==> src/rtl/hazard_stall_unit.sv <==
// RAW hazard detector beside decode: tracks in-flight destinations (EX/MEM/WB)
// and stalls IF/ID, injecting an EX bubble, until the producer drains.
module hazard_stall_unit #(
    parameter int FORWARD = 0,
    parameter int CNT_W   = 16
) (
    input  logic             clk,
    input  logic             rst_n,
    input  logic             id_valid,
    input  logic [2:0]       id_rs,
    input  logic [2:0]       id_rt,
    input  logic             id_rs_used,
    input  logic             id_rt_used,
    input  logic [2:0]       id_rd,
    input  logic             id_reg_write,
    input  logic             id_ld,
    input  logic             flush,
    output logic             haz_stall,
    output logic             ex_busy,
    output logic [CNT_W-1:0] stall_cnt
);

    typedef struct packed {
        logic       v;
        logic [2:0] rd;
        logic       ld;
    } sb_entry_t;

    sb_entry_t ex_q, mem_q, wb_q;
    sb_entry_t ex_d;
    logic [CNT_W-1:0] cnt_q, cnt_d;
    logic match_ex, match_mem, hazard;
    logic sb_unused;

    function automatic logic src_match(input sb_entry_t e);
        return e.v & ((id_rs_used & (id_rs == e.rd)) | (id_rt_used & (id_rt == e.rd)));
    endfunction

    always_comb begin
        match_ex  = src_match(ex_q);
        match_mem = src_match(mem_q);
        hazard    = 1'b0;
        if (FORWARD == 0) begin
            hazard = id_valid & (match_ex | match_mem);
        end else begin
            hazard = id_valid & match_ex & ex_q.ld;
        end
    end

    // A squashed instruction never stalls, so flush masks the hazard.
    assign haz_stall = hazard & ~flush;
    assign ex_busy   = ex_q.v;
    assign stall_cnt = cnt_q;

    always_comb begin
        ex_d  = '0;
        cnt_d = cnt_q;
        if (!haz_stall && !flush) begin
            ex_d.v  = id_valid & id_reg_write;
            ex_d.rd = id_rd;
            ex_d.ld = id_ld;
        end
        if (haz_stall && (cnt_q != '1)) begin
            cnt_d = cnt_q + CNT_W'(1);
        end
    end

    always_ff @(posedge clk or negedge rst_n) begin
        if (!rst_n) begin
            ex_q  <= '0;
            mem_q <= '0;
            wb_q  <= '0;
            cnt_q <= '0;
        end else begin
            wb_q  <= mem_q;
            mem_q <= ex_q;
            ex_q  <= ex_d;
            cnt_q <= cnt_d;
        end
    end

    // WB (and MEM.ld) are debug-only state with no consumer in this block.
    assign sb_unused = ^{wb_q, mem_q};

endmodule
==> config.mk <==
export PLATFORM = sky130hd
export DESIGN_NAME = hazard_stall_unit
export DESIGN_NICKNAME = d
export VERILOG_FILES = /design/src/rtl/hazard_stall_unit.sv
export SDC_FILE = /design/constraint.sdc
export NUM_CORES = 1
export LEC_CHECK = 0
export ABC_AREA = 1
export ABC_CLOCK_PERIOD_IN_PS = 3300
export CAP_MARGIN = 5
export CORE_ASPECT_RATIO = 1.75
export CORE_UTILIZATION = 52
export DETAILED_ROUTE_END_ITERATION = 8
export GPL_TIMING_DRIVEN = 0
export PLACE_DENSITY = 0.89
export REMOVE_ABC_BUFFERS = 1
export SYNTH_ARGS = -nofsm -noshare
export SYNTH_HDL_FRONTEND = slang
export SYNTH_SLANG_ARGS = --single-unit
==> constraint.sdc <==
create_clock -name clk -period 3.3 [get_ports clk]
set_clock_uncertainty 0.15 [all_clocks]
set_input_delay 0.66 -clock clk [delete_from_list [all_inputs] [get_ports clk]]
set_output_delay 0.66 -clock clk [all_outputs]
set_load 0.005 [all_outputs]
==> results of run 1 <==
==> where the power goes <==
group | switching [mW] | internal (mW)
clock network | 0.0942 | 0.107
logic | 0.0414 | 0.0430
registers | 0.0143 | 0.305
total | 0.150 | 0.455
==> worst register-to-register path, stage by stage (launching register included) <==
cell and delay [ns]:
dfrtp_1 0.40, inv_1 0.07, nand2_1 0.06, nand2_1 0.05
nor2_1 0.11, nand2_1 0.06, nand2_1 0.07, nand2_1 0.09
nand2_4 0.10, nand3_2 0.10, nor2_4 0.31, nand2_1 0.12
nand2_1 0.07
==> registers in the layout, summed over array words and instances, names as in the netlist <==
| signal | flops |
|---|---|
| ex_busy | 1 |
| ex_q | 3 |
| mem_q | 4 |
| stall_cnt | 16 |
==> through the flow <==
| stage | std cells | setup WS [ns] | utilization (%) |
|---|---|---|---|
| final | 275 | 0.3719 | 69.89 |
| after global routing | 275 | 0.2673 | 69.89 |
| after CTS | 275 | 0.02161 | 69.79 |
| after detailed placement | 271 | 0.006065 | 67.68 |
| after global placement | 271 | 0.04738 | 67.68 |
| after floorplan | 211 | 1.205 | - |
==> layout make-up <==
cell class	instances	area, µm²
Clock buffer	4	55.05
Fill cell	234	819.5
Inverter	25	93.84
Multi-Input combinational cell	162	785.8
Sequential cell	24	600.6
Tap cell	27	33.78
Timing Repair Buffer	33	332.8
==> Yosys cell counts <==
library cell,count
nand2_1,102
dfrtp_1,24
buf_6,2
buf_2,1
xor2_1,7
nand4_1,3
nand2_2,1
xnor2_1,6
inv_2,6
nor2_4,4
nor2_1,25
nor2_2,1
nand3_1,7
nor3_1,1
nand4_4,2
inv_1,19
ha_1,1
nand2_4,1
nand3_2,1
==> kinds of logic after synthesis <==
kind of cell	after synthesis	synth area share [%]
XOR/XNOR	13	7.564
adder cells (fa/ha/maj)	1	0.8311
flip-flops	24	39.90
buffers and inverters	28	8.063
AND/OR/NAND/NOR	148	43.64
==> timing repair <==
item,in CTS,in global routing
cloned,0,0
endpoints found under the hold margin,0,0
hold buffers,0,0
endpoints found under the setup margin,1,1
resized for setup,1,1
==> layout by cell type (no fill, tap or decap), drive strengths merged <==
master         Yosys  layout
clkbuf             0       4
inv               25      25
nor3               1       1
clkdlybuf4s50      0      32
nand3              8       8
ha                 1       1
xor2               7       7
nor2              30      30
dlymetal6s2s       0       1
dfrtp             24      24
nand4              5       5
nand2            104     104
xnor2              6       6
==> final timing paths <==
path	start	slack [ns]	endpoint	depth (start not counted)
worst max-delay path	id_rt[0]	0.37	haz_stall	12
worst min-delay path	ex_busy	0.28	mem_q[4]	0
worst max register to register	ex_q[1]	1.49	stall_cnt[9]	12
worst min register to register	ex_busy	0.28	mem_q[4]	0
max in group asynchronous	rst_n	1.54	stall_cnt[13]	1
min in group asynchronous	rst_n	0.82	stall_cnt[6]	1
==> per-layer routing <==
metal  routed length, µm  vias up
met5                   0        -
met1                1233      634
met2                1861       35
met3                 107        9
li1                    -      705
met4                  80        0
==> summary.txt, run 1 <==
Outcome
  – Outcome: completed

Global route
  – GR Util met2: 44.11%
  – Pin count of the biggest net entering global routing: 25
  – First-pass GRT wire length: 5.457 mm
  – GRT Total Usage: 22.87%
  – Met3 GRT Util: 1.980%
  – Gr busiest metal: met2
  – Vias in the first global route: 1366
  – GRT overflow: 0
  – Initial antenna violation count: 0
  – Global Route met1 Usage: 23.62%

Worst setup path
  – Peak per-stage delay on the critical path: 0.53 ns
  – Cell family with the largest share of critical-path delay: buffers and inverters
  – Buf/Inv on CP: 4
  – Setup crit end kind: output port
  – CP Data Required Time: 2.49 ns
  – Crit-path most repeated cell: nand2_1
  – Critical-path top delay cell: clkdlybuf4s50_1
  – Worst path arrival time: 2.12 ns
  – Cells along the critical path: clkdlybuf4s50_1 > inv_2 > nand2_1 > nand2_1 > nor2_1 > nand2_1 > nand2_1 > nand2_1 > nand2_4 > nand3_2 > inv_1 > dlymetal6s2s_1
  – CP Launch Type: input port
  – Critical path class: in -> out
  – Crit path max fanout: 4

Clock tree
  – Clock sinks: 24
  – CTS tree: done
  – Root Buffer: clkbuf_8
  – Clock input transition at the sequential cells of the worst setup and hold paths: 0.08 ns
  – H-tree Lvls: 1
  – TritonCTS Buffers: 3
  – CTS max path bufs: 2
  – Worst skew pair latency: 0.27 ns
  – Setup Buffers After CTS: 0

Pwr
  – Cell Pwr Density: 317.8 mW/mm²
  – Total power: 0.6044 mW
  – Leakage: 1.012 nW
  – Worst vdd ir: 0.2497 mV

Logic synthesis
  – Synth area leader: dfrtp_1
  – Top cells by area, synth: dfrtp_1 (40%), nand2_1 (25%), nor2_1 (6.2%), inv_1 (4.7%), xor2_1 (4.1%)
  – Post-Synthesis Cells: 214
  – Synth top area share: 39.90%
  – Flops & latches, synth: 24
  – Synthesized area per cell: 7.034 µm²
  – Synth Warn #: 0
  – Sequential area share after synthesis: 39.90%
  – Mapped cell area: 0.001505 mm²
  – Synth unique cells: 19

Timing
  – Worst-margin pin slew: 1.071 ns
  – Fin. Hold Viols: 0
  – Max_slew headroom: 28.38%
  – Setup TNS: 0 ns
  – Fin crit period: 2.928 ns
  – Slew Viols, Final: 0
  – Setup Viol. Count Final: 0
  – Maximum operating frequency: 0.3415 GHz
  – Hold Slack: 0.2798 ns
  – RSZ-0062 raised after global routing: no
  – Final Cycle Share: 88.73%

Layout
  – Area Growth Syn to Fin: 26.35%
  – Share of cells above drive strength 1: 8.468%
  – Final nets: 267
  – N_diodes: 0
  – Final instance area: 0.001902 mm²

Detailed routing
  – Detail Route Antenna Nets: 0
  – Via/cell ratio: 5.029
  – Residual DRC: 0
  – Vias: 1383
  – 1st-iter DRT viols: 35
  – Post-Route WL: 3.283 mm
  – Wirelength per Cell: 11.94 µm
  – Router iterations before antenna repair: 4

Floorplan
  – Core outline area: 0.002721 mm²
  – Initial Utilization: 55.31%
  – Top Ports: 35
  – Core Rows: 25
  – Die width: 42.67 µm
  – Die ar.: 0.003122 mm²
  – Die Y: 73.18 µm

Placement
  – Placed Area: 0.001842 mm²
  – PortBufs: 33
  – Routability cong.: 0.7913
  – HPWL Detailed: 2.450 mm

Job
  – Max_cap viols: 0

Worst hold path
  – Hold Path Class: reg -> reg
(Power assumes the default switching activity.)
==> run 2, diff against run 1 <==
CAP_MARGIN = 20   (was 5)
==> run 2 against run 1 <==
Sequential power about the same. Critical path depth stayed put. Via count grew 0.72%. Global-route usage unchanged. Register-to-register slack got worse by 0.02 ns. Sequential share of layout area is 0.25 points lower. Hold slack worse by 0.0017 ns. Non-clock buffer count rose by 1.
==> summary.txt, run 2 (same netlist as run 1, synthesis figures left out) <==
Floorplan
  – Die width: 42.67 µm (unchanged)
  – Initial Utilization: 55.31% (unchanged)
  – Core Rows: 25 (unchanged)
  – Core outline area: 0.002721 mm² (unchanged)
  – Die ar.: 0.003122 mm² (unchanged)
  – Top Ports: 35 (unchanged)
  – Die Y: 73.18 µm (unchanged)

Worst setup path
  – Critical path class: in -> out
  – Setup crit end kind: output port
  – R2r worst-path depth: 9 (-3)
  – CP Launch Type: input port
  – CP Data Required Time: 2.49 ns (about the same)
  – Worst path arrival time: 2.12 ns (about the same)
  – R2r setup slk: 1.47 ns (-0.02 ns)
  – Crit path max fanout: 4 (unchanged)

Pwr
  – Leakage: 1.019 nW (+0.73%)
  – Switch share: 24.56% (-0.23 points)
  – Flop pwr share: 52.8% (about the same)
  – Pint: 0.4561 mW (+0.32%)
  – Switching power of the nets: 0.1485 mW (-0.91%)
  – Clock share of power: 32.9% (-0.3 points)
  – Cell Pwr Density: 315.4 mW/mm² (-0.77%)
  – Combinational group share of total power: 14.3% (+0.3 points)
  – Worst vdd ir: 0.2488 mV (-0.37%)

Timing
  – RSZ-0062 raised after global routing: no
  – Setup TNS: 0 ns (unchanged)
  – Max_slew headroom: 65.67% (+37 points)
  – Fin. Hold Viols: 0 (unchanged)
  – Setup Viol. Count Final: 0 (unchanged)
  – Fin crit period: 2.928 ns (-0.00003500 ns)
  – Maximum operating frequency: 0.3415 GHz (about the same)
  – Worst-margin pin slew: 0.5133 ns (-0.5576 ns)
  – Slew Viols, Final: 0 (unchanged)
  – Final Cycle Share: 88.73% (about the same)

Clock tree
  – Clock input transition at the sequential cells of the worst setup and hold paths: 0.08 ns (about the same)
  – CTS max path bufs: 2 (unchanged)
  – TritonCTS Buffers: 3 (unchanged)
  – Hold buffers post-CTS: 0 (unchanged)
  – Worst skew pair latency: 0.27 ns (about the same)
  – H-tree Lvls: 1 (unchanged)
  – CTS tree: done
  – Clock sinks: 24 (unchanged)
  – Root Buffer: clkbuf_8

Layout
  – N_diodes: 0 (unchanged)
  – Largest register FFs: 16 (unchanged)
  – Area Growth Syn to Fin: 27.35%
  – Commonest non-fill, non-tap cell in the layout: nand2_1
  – Most frequent cells in the layout: nand2_1 (102), clkdlybuf4s50_1 (32), nor2_1 (24), dfrtp_1 (24), inv_1 (19)
  – Share of cells above drive strength 1: 8.835% (+0.37 points)
  – Final Util: 70.44% (+0.55 points)
  – Final nets: 268 (+0.37%)

Detailed routing
  – Vias: 1393 (+0.72%)
  – Router iterations before antenna repair: 4 (unchanged)
  – Via/cell ratio: 5.047 (+0.36%)
  – Detail Route Antenna Nets: 0 (unchanged)
  – Residual DRC: 0 (unchanged)
  – Wirelength per Cell: 11.95 µm (about the same)
  – 1st-iter DRT viols: 39 (+11%)
  – Post-Route WL: 3.297 mm (+0.43%)

Worst hold path
  – Hold Crit Depth: 0 (unchanged)
  – Hold Path Class: reg -> reg

Global route
  – Vias in the first global route: 1366 (unchanged)
  – GRT overflow: 0 (unchanged)
  – First-pass GRT wire length: 5.457 mm (unchanged)
  – GRT Total Usage: 22.87% (unchanged)
  – Initial antenna violation count: 0 (unchanged)
  – Pin count of the biggest net entering global routing: 25 (unchanged)

Outcome
  – Outcome: completed

Placement
  – Routability cong.: 0.7913 (unchanged)
  – PortBufs: 33 (unchanged)
  – HPWL Detailed: 2.450 mm (unchanged)

Job
  – Max_cap viols: 0 (unchanged)
==> run 2: metrics by stage <==
step	cells	cell area [µm²]	worst slack [ns]	power [mW]	hold WS, ns
2_1_floorplan	211	1478	1.205	0.3593	0.2144
3_3_place_gp	271	1842	0.04738	0.4081	0.2468
6_report	276	1917	0.3719	0.6046	0.2782
4_1_cts	275	1899	0.02161	0.6101	0.2753
5_1_grt	276	1917	0.2673	0.6352	0.2891
3_5_place_dp	271	1842	0.006065	0.4103	0.2567
==> run 2: critical path, stage by stage <==
cell and delay, ns:
clkdlybuf4s50_1 0.53, inv_2 0.05, nand2_1 0.05, nand2_1 0.05, nor2_1 0.12, nand2_1 0.08
nand2_1 0.07, nand2_1 0.09, nand2_4 0.10, nand3_2 0.10, inv_1 0.09, dlymetal6s2s_1 0.14
==> run 2: path summary, 6_finish.rpt <==
check / from / to
worst min register to register: ex_busy / mem_q[4]
worst max-delay path: id_rt[0] / haz_stall
worst min-delay path: ex_busy / mem_q[4]
max in group asynchronous: rst_n / stall_cnt[13]
worst max register to register: stall_cnt[0] / stall_cnt[5]
min in group asynchronous: rst_n / stall_cnt[9]
==> run 2: final cells by class <==
cell class	instances	area [µm²]
timing repair buffer	34	347.8
inverter	25	93.84
multi-input combinational	162	785.8
clock buffer	4	55.05
sequential	24	600.6
fill	231	804.5
tap	27	33.78
==> run 2: timing repair <==
item                                    CTS  global route
gates resized for setup                   1             1
endpoints found under the setup margin    1             1
buffers inserted                          0             0
==> run 2: power groups by stage <==
stage / registers, mW / logic (mW) / clock network, mW
2_1_floorplan: 0.322 / 0.0370 / 0
3_3_place_gp: 0.325 / 0.0831 / 0
3_5_place_dp: 0.326 / 0.0847 / 0
4_1_cts: 0.320 / 0.0857 / 0.205
5_1_grt: 0.322 / 0.0992 / 0.214
6_report: 0.319 / 0.0865 / 0.199
==> run 2: per-layer routing <==
layer  vias to the layer above  share of wire (%)  GRT usage, %
met3                         9                2.9         1.980
met4                         0                2.4         11.11
met2                        33                 57         44.11
met5                         -                  0             0
met1                       644                 37         23.62
li1                        707                  -             -
